## config.mk

```make
export PLATFORM = sky130hd
export DESIGN_NAME = instr_fetch_unit
export DESIGN_NICKNAME = d
export VERILOG_FILES = /design/src/rtl/rv_fetch_pkg.sv /design/src/rtl/fetch_buffer.sv /design/src/rtl/instr_fetch_unit.sv
export SDC_FILE = /design/constraint.sdc
export NUM_CORES = 1
export LEC_CHECK = 0
export CAP_MARGIN = 20
export CORE_MARGIN = 4
export CORE_UTILIZATION = 60
export DETAILED_ROUTE_END_ITERATION = 6
export PLACE_DENSITY_LB_ADDON = 0.2
export SYNTH_ARGS = -nofsm -noshare
export SYNTH_HDL_FRONTEND = slang
export SYNTH_SLANG_ARGS = --single-unit
```

## constraint.sdc

```tcl
create_clock -name clk -period 7.75 [get_ports clk]
set_clock_uncertainty 0.15 [all_clocks]
set_input_delay 1.1625 -clock clk [delete_from_list [all_inputs] [get_ports clk]]
set_output_delay 1.1625 -clock clk [all_outputs]
set_load 0.1 [all_outputs]
```

## src/rtl/rv_fetch_pkg.sv

```systemverilog
// Shared types and constants for the instruction-fetch stage.
package rv_fetch_pkg;

  localparam logic [31:0] NOP_INSTR        = 32'h0000_0013;
  localparam logic [31:0] FETCH_ALIGN_MASK = 32'hFFFF_FFFC;

  typedef struct packed {
    logic [31:0] pc;
    logic [31:0] instr;
    logic        filled;
  } fetch_entry_t;

endpackage

```

## src/rtl/fetch_buffer.sv

```systemverilog
// In-order fetch buffer: entries are allocated at request accept, filled by
// responses in request order, and popped from the head once filled.
module fetch_buffer
  import rv_fetch_pkg::*;
#(
  parameter int DEPTH = 4,
  localparam int AW = $clog2(DEPTH)
) (
  input  logic         clk,
  input  logic         resetn,
  input  logic         flush,
  input  logic         alloc,
  input  logic [31:0]  alloc_pc,
  input  logic         fill,
  input  logic [31:0]  fill_data,
  input  logic         pop,
  output fetch_entry_t head,
  output logic         head_ready,
  output logic [AW:0]  count,
  output logic [AW:0]  unfilled
);

  logic [AW:0]  alloc_ptr;
  logic [AW:0]  fill_ptr;
  logic [AW:0]  head_ptr;
  fetch_entry_t entries [DEPTH];

  // Pointers carry one extra wrap bit so full and empty are distinguishable.
  always_ff @(posedge clk) begin
    if (!resetn || flush) begin
      alloc_ptr <= '0;
      fill_ptr  <= '0;
      head_ptr  <= '0;
    end else begin
      if (alloc) alloc_ptr <= alloc_ptr + 1'b1;
      if (fill)  fill_ptr  <= fill_ptr + 1'b1;
      if (pop)   head_ptr  <= head_ptr + 1'b1;
    end
  end

  always_ff @(posedge clk) begin
    if (alloc) begin
      entries[alloc_ptr[AW-1:0]] <= '{pc: alloc_pc, instr: NOP_INSTR, filled: 1'b0};
    end
    if (fill) begin
      entries[fill_ptr[AW-1:0]].instr  <= fill_data;
      entries[fill_ptr[AW-1:0]].filled <= 1'b1;
    end
  end

  assign count      = alloc_ptr - head_ptr;
  assign unfilled   = alloc_ptr - fill_ptr;
  assign head       = entries[head_ptr[AW-1:0]];
  assign head_ready = (count != '0) && head.filled;

endmodule

```

## src/rtl/instr_fetch_unit.sv

```systemverilog
// Fetch stage: owns the PC, issues word fetches, tracks responses to be
// dropped after a redirect, and presents buffered instructions to IF/ID.
module instr_fetch_unit
  import rv_fetch_pkg::*;
#(
  parameter logic [31:0] RESET_PC   = 32'h0000_0000,
  parameter int          FIFO_DEPTH = 4
) (
  input  logic        clk,
  input  logic        resetn,
  input  logic        branch_taken,
  input  logic [31:0] branch_target,
  input  logic        stall,
  output logic        imem_req_valid,
  input  logic        imem_req_ready,
  output logic [31:0] imem_addr,
  input  logic        imem_rsp_valid,
  input  logic [31:0] imem_rsp_data,
  output logic        if_valid,
  output logic [31:0] if_instr,
  output logic [31:0] if_pc
);

  localparam int AW = $clog2(FIFO_DEPTH);

  logic [31:0]  pc;
  logic [AW:0]  drop_cnt;
  logic [AW:0]  drop_next;
  logic         in_reset_q;
  logic         in_reset;
  logic         accept;
  logic         rsp_live;
  logic         fill;
  logic         pop;
  logic [AW+1:0] inflight_total;

  fetch_entry_t head;
  logic         head_ready;
  logic [AW:0]  count;
  logic [AW:0]  unfilled;

  fetch_buffer #(.DEPTH(FIFO_DEPTH)) u_buf (
    .clk        (clk),
    .resetn     (resetn),
    .flush      (branch_taken),
    .alloc      (accept),
    .alloc_pc   (pc),
    .fill       (fill),
    .fill_data  (imem_rsp_data),
    .pop        (pop),
    .head       (head),
    .head_ready (head_ready),
    .count      (count),
    .unfilled   (unfilled)
  );

  assign in_reset = !resetn || in_reset_q;

  // Requests still owed a response after a redirect share the buffer budget,
  // so buffered plus discarded-in-flight never exceeds FIFO_DEPTH.
  assign inflight_total = (AW+2)'(count) + (AW+2)'(drop_cnt);
  assign imem_req_valid = !in_reset && !branch_taken
                          && (inflight_total < (AW+2)'(FIFO_DEPTH));
  assign imem_addr      = pc;
  assign accept         = imem_req_valid && imem_req_ready;

  assign rsp_live = imem_rsp_valid && (drop_cnt == '0) && (unfilled != '0);
  assign fill     = rsp_live && !branch_taken;

  assign if_valid = head_ready && !branch_taken && !in_reset;
  assign if_instr = if_valid ? head.instr : NOP_INSTR;
  assign if_pc    = if_valid ? head.pc : 32'h0;
  assign pop      = if_valid && !stall;

  // A redirect turns every unfilled entry into a response to discard.
  always_comb begin
    drop_next = drop_cnt;
    if (imem_rsp_valid && (drop_cnt != '0)) drop_next = drop_cnt - 1'b1;
    if (branch_taken) begin
      drop_next = drop_next + unfilled - (rsp_live ? (AW+1)'(1) : (AW+1)'(0));
    end
  end

  always_ff @(posedge clk) begin
    if (!resetn) begin
      pc         <= RESET_PC;
      drop_cnt   <= '0;
      in_reset_q <= 1'b1;
    end else begin
      in_reset_q <= 1'b0;
      drop_cnt   <= drop_next;
      if (branch_taken) pc <= branch_target & FETCH_ALIGN_MASK;
      else if (accept)  pc <= pc + 32'd4;
    end
  end

  a_no_orphan_rsp: assert property (@(posedge clk) disable iff (!resetn)
    !(imem_rsp_valid && (drop_cnt == '0) && (unfilled == '0)));

  a_inflight_bound: assert property (@(posedge clk) disable iff (!resetn)
    inflight_total <= (AW+2)'(FIFO_DEPTH));

endmodule
```

## After elaboration in Yosys (flattened, before gate mapping)

Memory sizes are Yosys's and may differ from the RTL's. A register that Yosys moved wholly into a read port is not among the register bits.
Cells that the tools add are included.
W data, S select, Z words.

- Add/sub/neg operators: 10
- $lt $le $gt $ge: 1
- Muxes and demuxes: 14
- Bitwise logic cells: 1
- Reductions and logical operators: 23

Operator list:

| kind | number |
|---|---|
| $mux W32 | 4 |
| $add A32 B3 Y32 const B | 1 |
| $logic_and A1 B1 Y1 | 11 |
| $add A3 B1 Y3 const B | 3 |
| $reduce_bool A3 Y1 | 3 |
| $mux W1 | 6 |
| $mux W3 | 2 |
| $sub A3 B3 Y3 | 2 |
| $add A3 B3 Y4 | 1 |
| $logic_not A1 Y1 | 4 |
| $lt A4 B3 Y1 const B | 1 |
| $mux W2 | 2 |
| $add A3 B3 Y3 | 1 |
| $logic_not A3 Y1 | 1 |
| $sub A3 B1 Y3 | 1 |
| $sub A3 B1 Y3 const B | 1 |
| $logic_or A1 B1 Y1 | 2 |
| $reduce_bool A2 Y1 | 1 |
| $reduce_or A2 Y1 | 1 |
| $not A1 Y1 | 1 |

- Flip-flop bits (word level): 45
- Bits in writable memories: 260
- Word-level logic and storage cells: 57
- Memories kept: 1

Memory list:

| memory | words | width | read ports | clocked after memory_dff | write ports | RTL line | RTL |
|---|---|---|---|---|---|---|---|
| u_buf.entries | 4 | 65 | 1 | 1 | 2 | fetch_buffer.sv:26 | `fetch_entry_t entries [DEPTH];` |

## Depth between registers and ports, before layout

Gate-level depths: netlist (run 1).

- Depth after elaboration: 8
- Gate-level depth with buffers: 14
- Mapped depth without buffers: 14

## By module

From an unflattened synthesis (run 1), not the netlist that was laid out.

- Cells, all modules: 939
- Area, all modules: 13,744.4 um2

By module, submodules not included:

| module | times used | cells each | area an instance (um2) | seq. area each (um2) |
|---|---|---|---|---|
| fetch_buffer | 1 | 591 | 11,123.2 | 7,987.7 |
| instr_fetch_unit | 1 | 348 | 2,621.3 | 680.7 |

## Worst setup path before layout (run 1)

Ideal clock, no wire load.

- Kind: register to output
- Start: register u_buf.alloc_ptr[0]
- End: output port imem_req_valid
- Data arrival time: 3.651 ns
- Setup slack: 2.786 ns
- Stages on the path, launching flop included: 10
- Path buffers: 0
- Cell sequence: dfxtp_1 > inv_1 > ha_1 > inv_1 > fa_1 > xnor3_1 > ha_1 > nor4_1 > nand2_1 > nor2_1

- Word-level cells in the longest chain between the ends: 4

RTL lines:

| what | RTL line | RTL |
|---|---|---|
| start: declaration | fetch_buffer.sv:23 | `logic [AW:0] alloc_ptr;` |
| start signal: assignment | fetch_buffer.sv:35 | `if (alloc) alloc_ptr <= alloc_ptr + 1'b1;` |
| $sub A3 B3 Y3 | fetch_buffer.sv:51 | `assign count = alloc_ptr - head_ptr;` |
| $add A3 B3 Y4 | instr_fetch_unit.sv:61 | `assign inflight_total = (AW+2)'(count) + (AW+2)'(drop_cnt);` |
| $lt A4 B3 Y1 | instr_fetch_unit.sv:63 | `&& (inflight_total < (AW+2)'(FIFO_DEPTH));` |
| $logic_and A1 B1 Y1 | instr_fetch_unit.sv:63 |  |
| end: declaration | instr_fetch_unit.sv:14 | `output logic imem_req_valid,` |

Every way passes these cells.

## Worst setup path after layout (run 1)

Same ends and word-level chain as after synthesis.

==> results of run 1 <==
## cells in the mapped netlist, types with 6 or more instances
master	n
nand4_1	12
o21ai_0	20
and2_1	127
edfxtp_1	248
nand2_1	27
nand3_1	17
buf_1	7
nor2_1	18
mux4_2	63
inv_1	24
clkbuf_1	44
ha_1	19
and3_1	15
nor3_1	8
dfxtp_1	49
nor4_1	9
and4_1	7
or4_1	9
nand2b_1	8
o211ai_1	13
a21oi_1	14
xnor2_1	7
a31oi_1	8
or2_2	6
nor2b_1	64
a21o_1	13
## worst max-delay path, stage by stage (launching register included)
cell and delay, ps:
dfxtp_1 340, inv_1 210, ha_1 190, inv_1 50
fa_1 380, xnor3_1 400, ha_1 300, nor4_1 690
nand2_1 270, nor2_1 220, clkdlybuf4s50_1 1170
## area by class of cell
cell class | count | share of cell area
clock inverters | 21 | 0.0151
inverters | 24 | 0.00552
clock buffers | 33 | 0.0460
well taps | 280 | 0.0215
multi-input cells | 553 | 0.288
flip-flops and latches | 297 | 0.517
repair buffers | 179 | 0.107
diodes | 2 | 0.000307
## cells by family after synthesis
| logic type | count (synthesis) | share of synthesized area |
|---|---|---|
| XOR/XNOR | 13 | 0.0106 |
| other | 1 | 0.000279 |
| AND/OR/NAND/NOR | 345 | 0.154 |
| buffers and inverters | 80 | 0.0236 |
| multiplexers | 67 | 0.109 |
| AO/OA/AOI/OAI | 102 | 0.0524 |
| adder cells (fa/ha/maj) | 22 | 0.0222 |
| flip-flops | 297 | 0.628 |
## power breakdown
group | switching [uW] | leakage (uW) | internal, uW
clock | 594 | 0.000475 | 865
combinational | 213 | 0.00246 | 124
sequential | 44.2 | 0.00274 | 1760
## sequential cells by signal (all words and copies together), names as in the netlist, named ones only
name	count
in_reset_q	1
u_buf.alloc_ptr	3
u_buf.head_ptr	3
u_buf.fill_ptr	3
imem_addr	30
u_buf.entries	252
drop_cnt	3
## routing by layer
metal  vias up  track usage  wire length, um
met4         2       0.0840              909
li1       3839            -                -
met5         -            0               13
met1      4204        0.348            12600
met2       312        0.418            15700
met3        61       0.0319             1810
## through the flow
step | cells | util | cell area, sq um | hold WS (ps)
final | 1389 | 0.745 | 16300 | 292
after global routing | 1389 | 0.745 | 16300 | 337
after detailed placement | 1333 | 0.700 | 15300 | 287
after CTS | 1387 | 0.745 | 16300 | 297
after floorplan | 930 | - | 13400 | 269
after global placement | 1333 | 0.700 | 15300 | 277
## how the worst min path moves through the flow
| stage | end | cells after the start |
|---|---|---|
| 2_1_floorplan | u_buf.entries[3][0] | 2 |
| 4_1_cts | u_buf.entries[3][0] | 2 |
| 3_3_place_gp | u_buf.entries[3][0] | 2 |
| 5_1_grt | u_buf.entries[3][0] | 2 |
| 3_5_place_dp | u_buf.entries[3][0] | 2 |
| 6_report | u_buf.entries[3][0] | 2 |
==> impl_metrics.env, run 1 <==
export IMPL_clock_root_buffer="clkbuf_16"
export IMPL_multi_input_area_sq_um=4690
export IMPL_status="completed"
export IMPL_path_clk_slew_ps=70
export IMPL_period_share=0.784
export IMPL_reg2reg_to="u_buf.entries[1][28]"
export IMPL_clk_latency_ps=540
export IMPL_yosys_most_used_dff="edfxtp_1"
export IMPL_nFillCells=1402
export IMPL_first_pass_iters=5
export IMPL_numCtsBuffers=29
export IMPL_portBuffers=161
export IMPL_hold_viol_final=0
export IMPL_crit_fanout=5
export IMPL_post_place_ws_ps=2320
export IMPL_tns_ps=0
export IMPL_finalSetupViolations=0
export IMPL_start_kind="flip-flop"
export IMPL_die_area_sq_um=24800
export IMPL_netlist_area_sq_um=13400
export IMPL_total_power_uw=3600
export IMPL_drive_above_1_share=0.127
export IMPL_avgRoutedWirePerCell_um=22.4
export IMPL_final_cell_mix="248 x edfxtp_1, 161 x clkdlybuf4s50_1, 127 x and2_1"
export IMPL_power_leakage_uw=0.00568
export IMPL_vias_per_cell=6.06
export IMPL_end_kind="output port"
export IMPL_yosysSeqAreaShare=0.628
export IMPL_routed_wl_um=31100
export IMPL_grt_max_degree=48
export IMPL_start_util=0.613
export IMPL_criticalPathCategory="reg2out"
export IMPL_rsz0062_at_grt="false"
export IMPL_worst_slack_ps=1670
export IMPL_hold_path_class="reg2reg"
export IMPL_cts_resized=0
export IMPL_p_per_area_nw_per_um2=221
export IMPL_holdCritStartpoint="u_buf.entries[3][0]"
export IMPL_gr_total_overflow=0
export IMPL_syn_to_final_growth_pct=21.6
export IMPL_regArea_sq_um=8430
export IMPL_grt_use_total=0.251
export IMPL_async_reset_ff_frac=0
export IMPL_place_hpwl_um=19200
export IMPL_cts_max_path_buffers=3
export IMPL_crit_end="imem_req_valid"
export IMPL_tightest_slew_ps=1060
export IMPL_cts_hold_buf=0
export IMPL_period_needed_ps=6080
export IMPL_ys_types=62
export IMPL_syn_inst=927
export IMPL_synth_edf_count=248
export IMPL_h_tree_depth=1
export IMPL_synth_top_area_frac=0.555
export IMPL_critPathLaunch="u_buf.alloc_ptr[0]"
export IMPL_ys_warn_count=0
export IMPL_fin_nets=1176
export IMPL_post_synth_top_area_cell="edfxtp_1"
export IMPL_vias=8418
export IMPL_maxCapViolations=0
export IMPL_required_ps=6440
export IMPL_gp_congestion=0.879
export IMPL_antenna_found_initial=3
export IMPL_synth_seq_cells=297
export IMPL_die_h_um=158
export IMPL_grt_pass1_vias=8575
export IMPL_max_slew_margin=0.288
export IMPL_ff2ff_setup_slack_ps=2960
export IMPL_avgSynthCellArea_sq_um=14.5
export IMPL_reg2reg_from="u_buf.alloc_ptr[0]"
export IMPL_first_iter_violations=679
export IMPL_ant_nets=0
export IMPL_worst_r2r_path_depth=11
export IMPL_drv_slew=0
export IMPL_io_pins=168
export IMPL_die_w_um=158
export IMPL_mostFrequentLayoutCell="edfxtp_1"
export IMPL_fmax_mhz=165
export IMPL_rows=54
export IMPL_cp_arrival_ps=4760
export IMPL_post_cts_buffers=0
export IMPL_ys_top_cells_by_area="edfxtp_1 55%, mux4_2 11%, dfxtp_1 7.3%, and2_1 5.9%, nor2b_1 3.0%"
export IMPL_fp_coreArea_sq_um=21900
export IMPL_cts_tree="done"
export IMPL_clkSinkCount=297
export IMPL_ir_worst_vdd_mv=0.193
export IMPL_route_detailed_drc=0
export IMPL_grt_first_pass_wirelength_um=47700
(Power assumes the default switching activity.)
==> inputs of run 2 (changes only) <==
--- a/config.mk
+++ b/config.mk
@@ -7,7 +7,7 @@
 export LEC_CHECK = 0
 export CAP_MARGIN = 20
 export CORE_MARGIN = 4
-export CORE_UTILIZATION = 60
+export CORE_UTILIZATION = 56
 export DETAILED_ROUTE_END_ITERATION = 6
 export PLACE_DENSITY_LB_ADDON = 0.2
 export SYNTH_ARGS = -nofsm -noshare
==> constraint.sdc (replaced) <==
create_clock -name clk -period 6.12 [get_ports clk]
set_clock_uncertainty 0.15 [all_clocks]
set_input_delay 0.918 -clock clk [delete_from_list [all_inputs] [get_ports clk]]
set_output_delay 0.918 -clock clk [all_outputs]
set_load 0.1 [all_outputs]
==> run 2 against run 1 <==
Critical path depth stayed put; sequential power is 27% higher; flip-flop and latch count stayed put; clock-buffer cell count is 8 higher; cell area is 0.56% lower; power is 26% higher; global-route usage is 2.1 points lower; wire length is 2.1% lower; utilization is 5.6 points lower; hold slack better by 2.1 ps; sequential share of layout area is 0.29 points higher; largest cell class unchanged; largest power group unchanged.
==> impl_metrics.env, run 2 (same netlist as run 1, synthesis figures left out) <==
export IMPL_grt_first_pass_wirelength_um=47300
export IMPL_end_kind="output port"
export IMPL_hold_viol_final=0
export IMPL_grt_max_degree=63
export IMPL_p_per_area_nw_per_um2=280
export IMPL_avgRoutedWirePerCell_um=21.3
export IMPL_clock_root_buffer="clkbuf_16"
export IMPL_drv_slew=0
export IMPL_cp_arrival_ps=3690
export IMPL_hold_path_class="reg2reg"
export IMPL_gr_total_overflow=0
export IMPL_dp_cells=1370
export IMPL_crit_fanout=5
export IMPL_final_area_sq_um=16200
export IMPL_vias=8300
export IMPL_clkSinkCount=297
export IMPL_first_pass_iters=5
export IMPL_period_needed_ps=4760
export IMPL_start_util=0.570
export IMPL_die_h_um=163
export IMPL_die_w_um=163
export IMPL_path_clk_slew_ps=60
export IMPL_worst_r2r_path_depth=10
export IMPL_clk_latency_ps=550
export IMPL_h_tree_depth=1
export IMPL_criticalPathCategory="reg2out"
export IMPL_final_cell_mix="248 x edfxtp_1, 127 x and2_1, 98 x clkdlybuf4s50_1"
export IMPL_grt_pass1_vias=8505
export IMPL_numCtsBuffers=30
export IMPL_hold_depth=2
export IMPL_routed_wl_um=30400
export IMPL_io_pins=168
export IMPL_post_cts_buffers=0
export IMPL_cts_tree="done"
export IMPL_status="completed"
export IMPL_required_ps=5050
export IMPL_mostFrequentLayoutCell="edfxtp_1"
export IMPL_largest_reg_flops=252
export IMPL_cts_max_path_buffers=3
export IMPL_place_area_sq_um=15200
export IMPL_die_area_sq_um=26500
export IMPL_maxCapViolations=0
export IMPL_reg2reg_to="u_buf.entries[2][26]"
export IMPL_antenna_found_initial=2
export IMPL_fin_nets=1176
export IMPL_final_core_util=0.689
export IMPL_min_to="u_buf.entries[3][0]"
export IMPL_ff2ff_setup_slack_ps=1520
export IMPL_gp_congestion=0.912
export IMPL_final_cell_count_no_fill=1428
export IMPL_rsz0062_at_grt="false"
export IMPL_start_kind="flip-flop"
export IMPL_fmax_mhz=210
export IMPL_portBuffers=161
export IMPL_grt_use_total=0.230
export IMPL_holdCritStartpoint="u_buf.entries[3][0]"
export IMPL_route_detailed_drc=0
export IMPL_place_hpwl_um=19000
export IMPL_tns_ps=0
export IMPL_max_slew_margin=0.295
export IMPL_power_leakage_uw=0.00582
export IMPL_first_iter_violations=592
export IMPL_syn_to_final_growth_pct=20.9
export IMPL_reg2reg_from="u_buf.alloc_ptr[0]"
export IMPL_ant_nets=0
export IMPL_vias_per_cell=5.81
export IMPL_finalSetupViolations=0
export IMPL_fp_coreArea_sq_um=23500
export IMPL_tightest_slew_ps=1050
export IMPL_drive_above_1_share=0.179
export IMPL_cts_hold_buf=0
export IMPL_rows=56
export IMPL_cts_resized=0
export IMPL_period_share=0.778
export IMPL_ir_worst_vdd_mv=0.187
[run 2: changes by cell type in the layout (fill, tap and decap cells not counted), sizes merged]
cell / previous run / this run
clkdlybuf4s50: 161 / 98
bufinv: 5 / 2
clkinv: 9 / 11
clkbuf: 33 / 41
clkinvlp: 6 / 0
buf: 18 / 80
[run 2: through the flow]
step	power, uW	hold WS, ps	worst slack, ps
3_3_place_gp	2740	280	1600
5_1_grt	4690	312	996
2_1_floorplan	2600	269	1220
6_report	4540	294	1360
4_1_cts	4580	294	1340
3_5_place_dp	2750	285	1510
[run 2: metal layers]
metal	global-route usage	share of wire
met5	0	0
met4	0.0663	0.027
met1	0.315	0.41
met2	0.394	0.51
met3	0.0283	0.056
[run 2: final cells by class]
| class | count | area [sq um] |
|---|---|---|
| Sequential cell | 297 | 8430 |
| Clock inverter | 14 | 124 |
| Antenna cell | 2 | 5.00 |
| Multi-Input combinational cell | 553 | 4700 |
| Clock buffer | 41 | 876 |
| Tap cell | 319 | 399 |
| Fill cell | 1679 | 7320 |
| Timing Repair Buffer | 178 | 1600 |
| Inverter | 24 | 90.1 |
[run 2: worst max path at each step]
stage | to | slack, ps | start
final | imem_req_valid | 1360 | u_buf.alloc_ptr[0]
after global routing | imem_req_valid | 1000 | u_buf.alloc_ptr[0]
after CTS | imem_req_valid | 1340 | u_buf.alloc_ptr[0]
after detailed placement | u_buf.entries[0][22] | 1510 | u_buf.alloc_ptr[0]
after global placement | u_buf.entries[1][25] | 1600 | u_buf.alloc_ptr[0]
after floorplan | u_buf.entries[0][10] | 1220 | u_buf.alloc_ptr[0]
[run 2: power breakdown]
part	total [uW]	internal, uW	switching, uW
sequential	2280	2230	54.1
clock	1830	1080	750
combinational	427	157	270
total	4540	3470	1070
[run 2: worst max-delay path, stage by stage (launching register included)]
cell and delay (ps):
dfxtp_1 330, inv_1 160, ha_1 170, inv_1 40, fa_1 370, xnor3_1 390, ha_1 310, nor4_1 560
nand2_1 250, nor2_1 220, buf_4 330
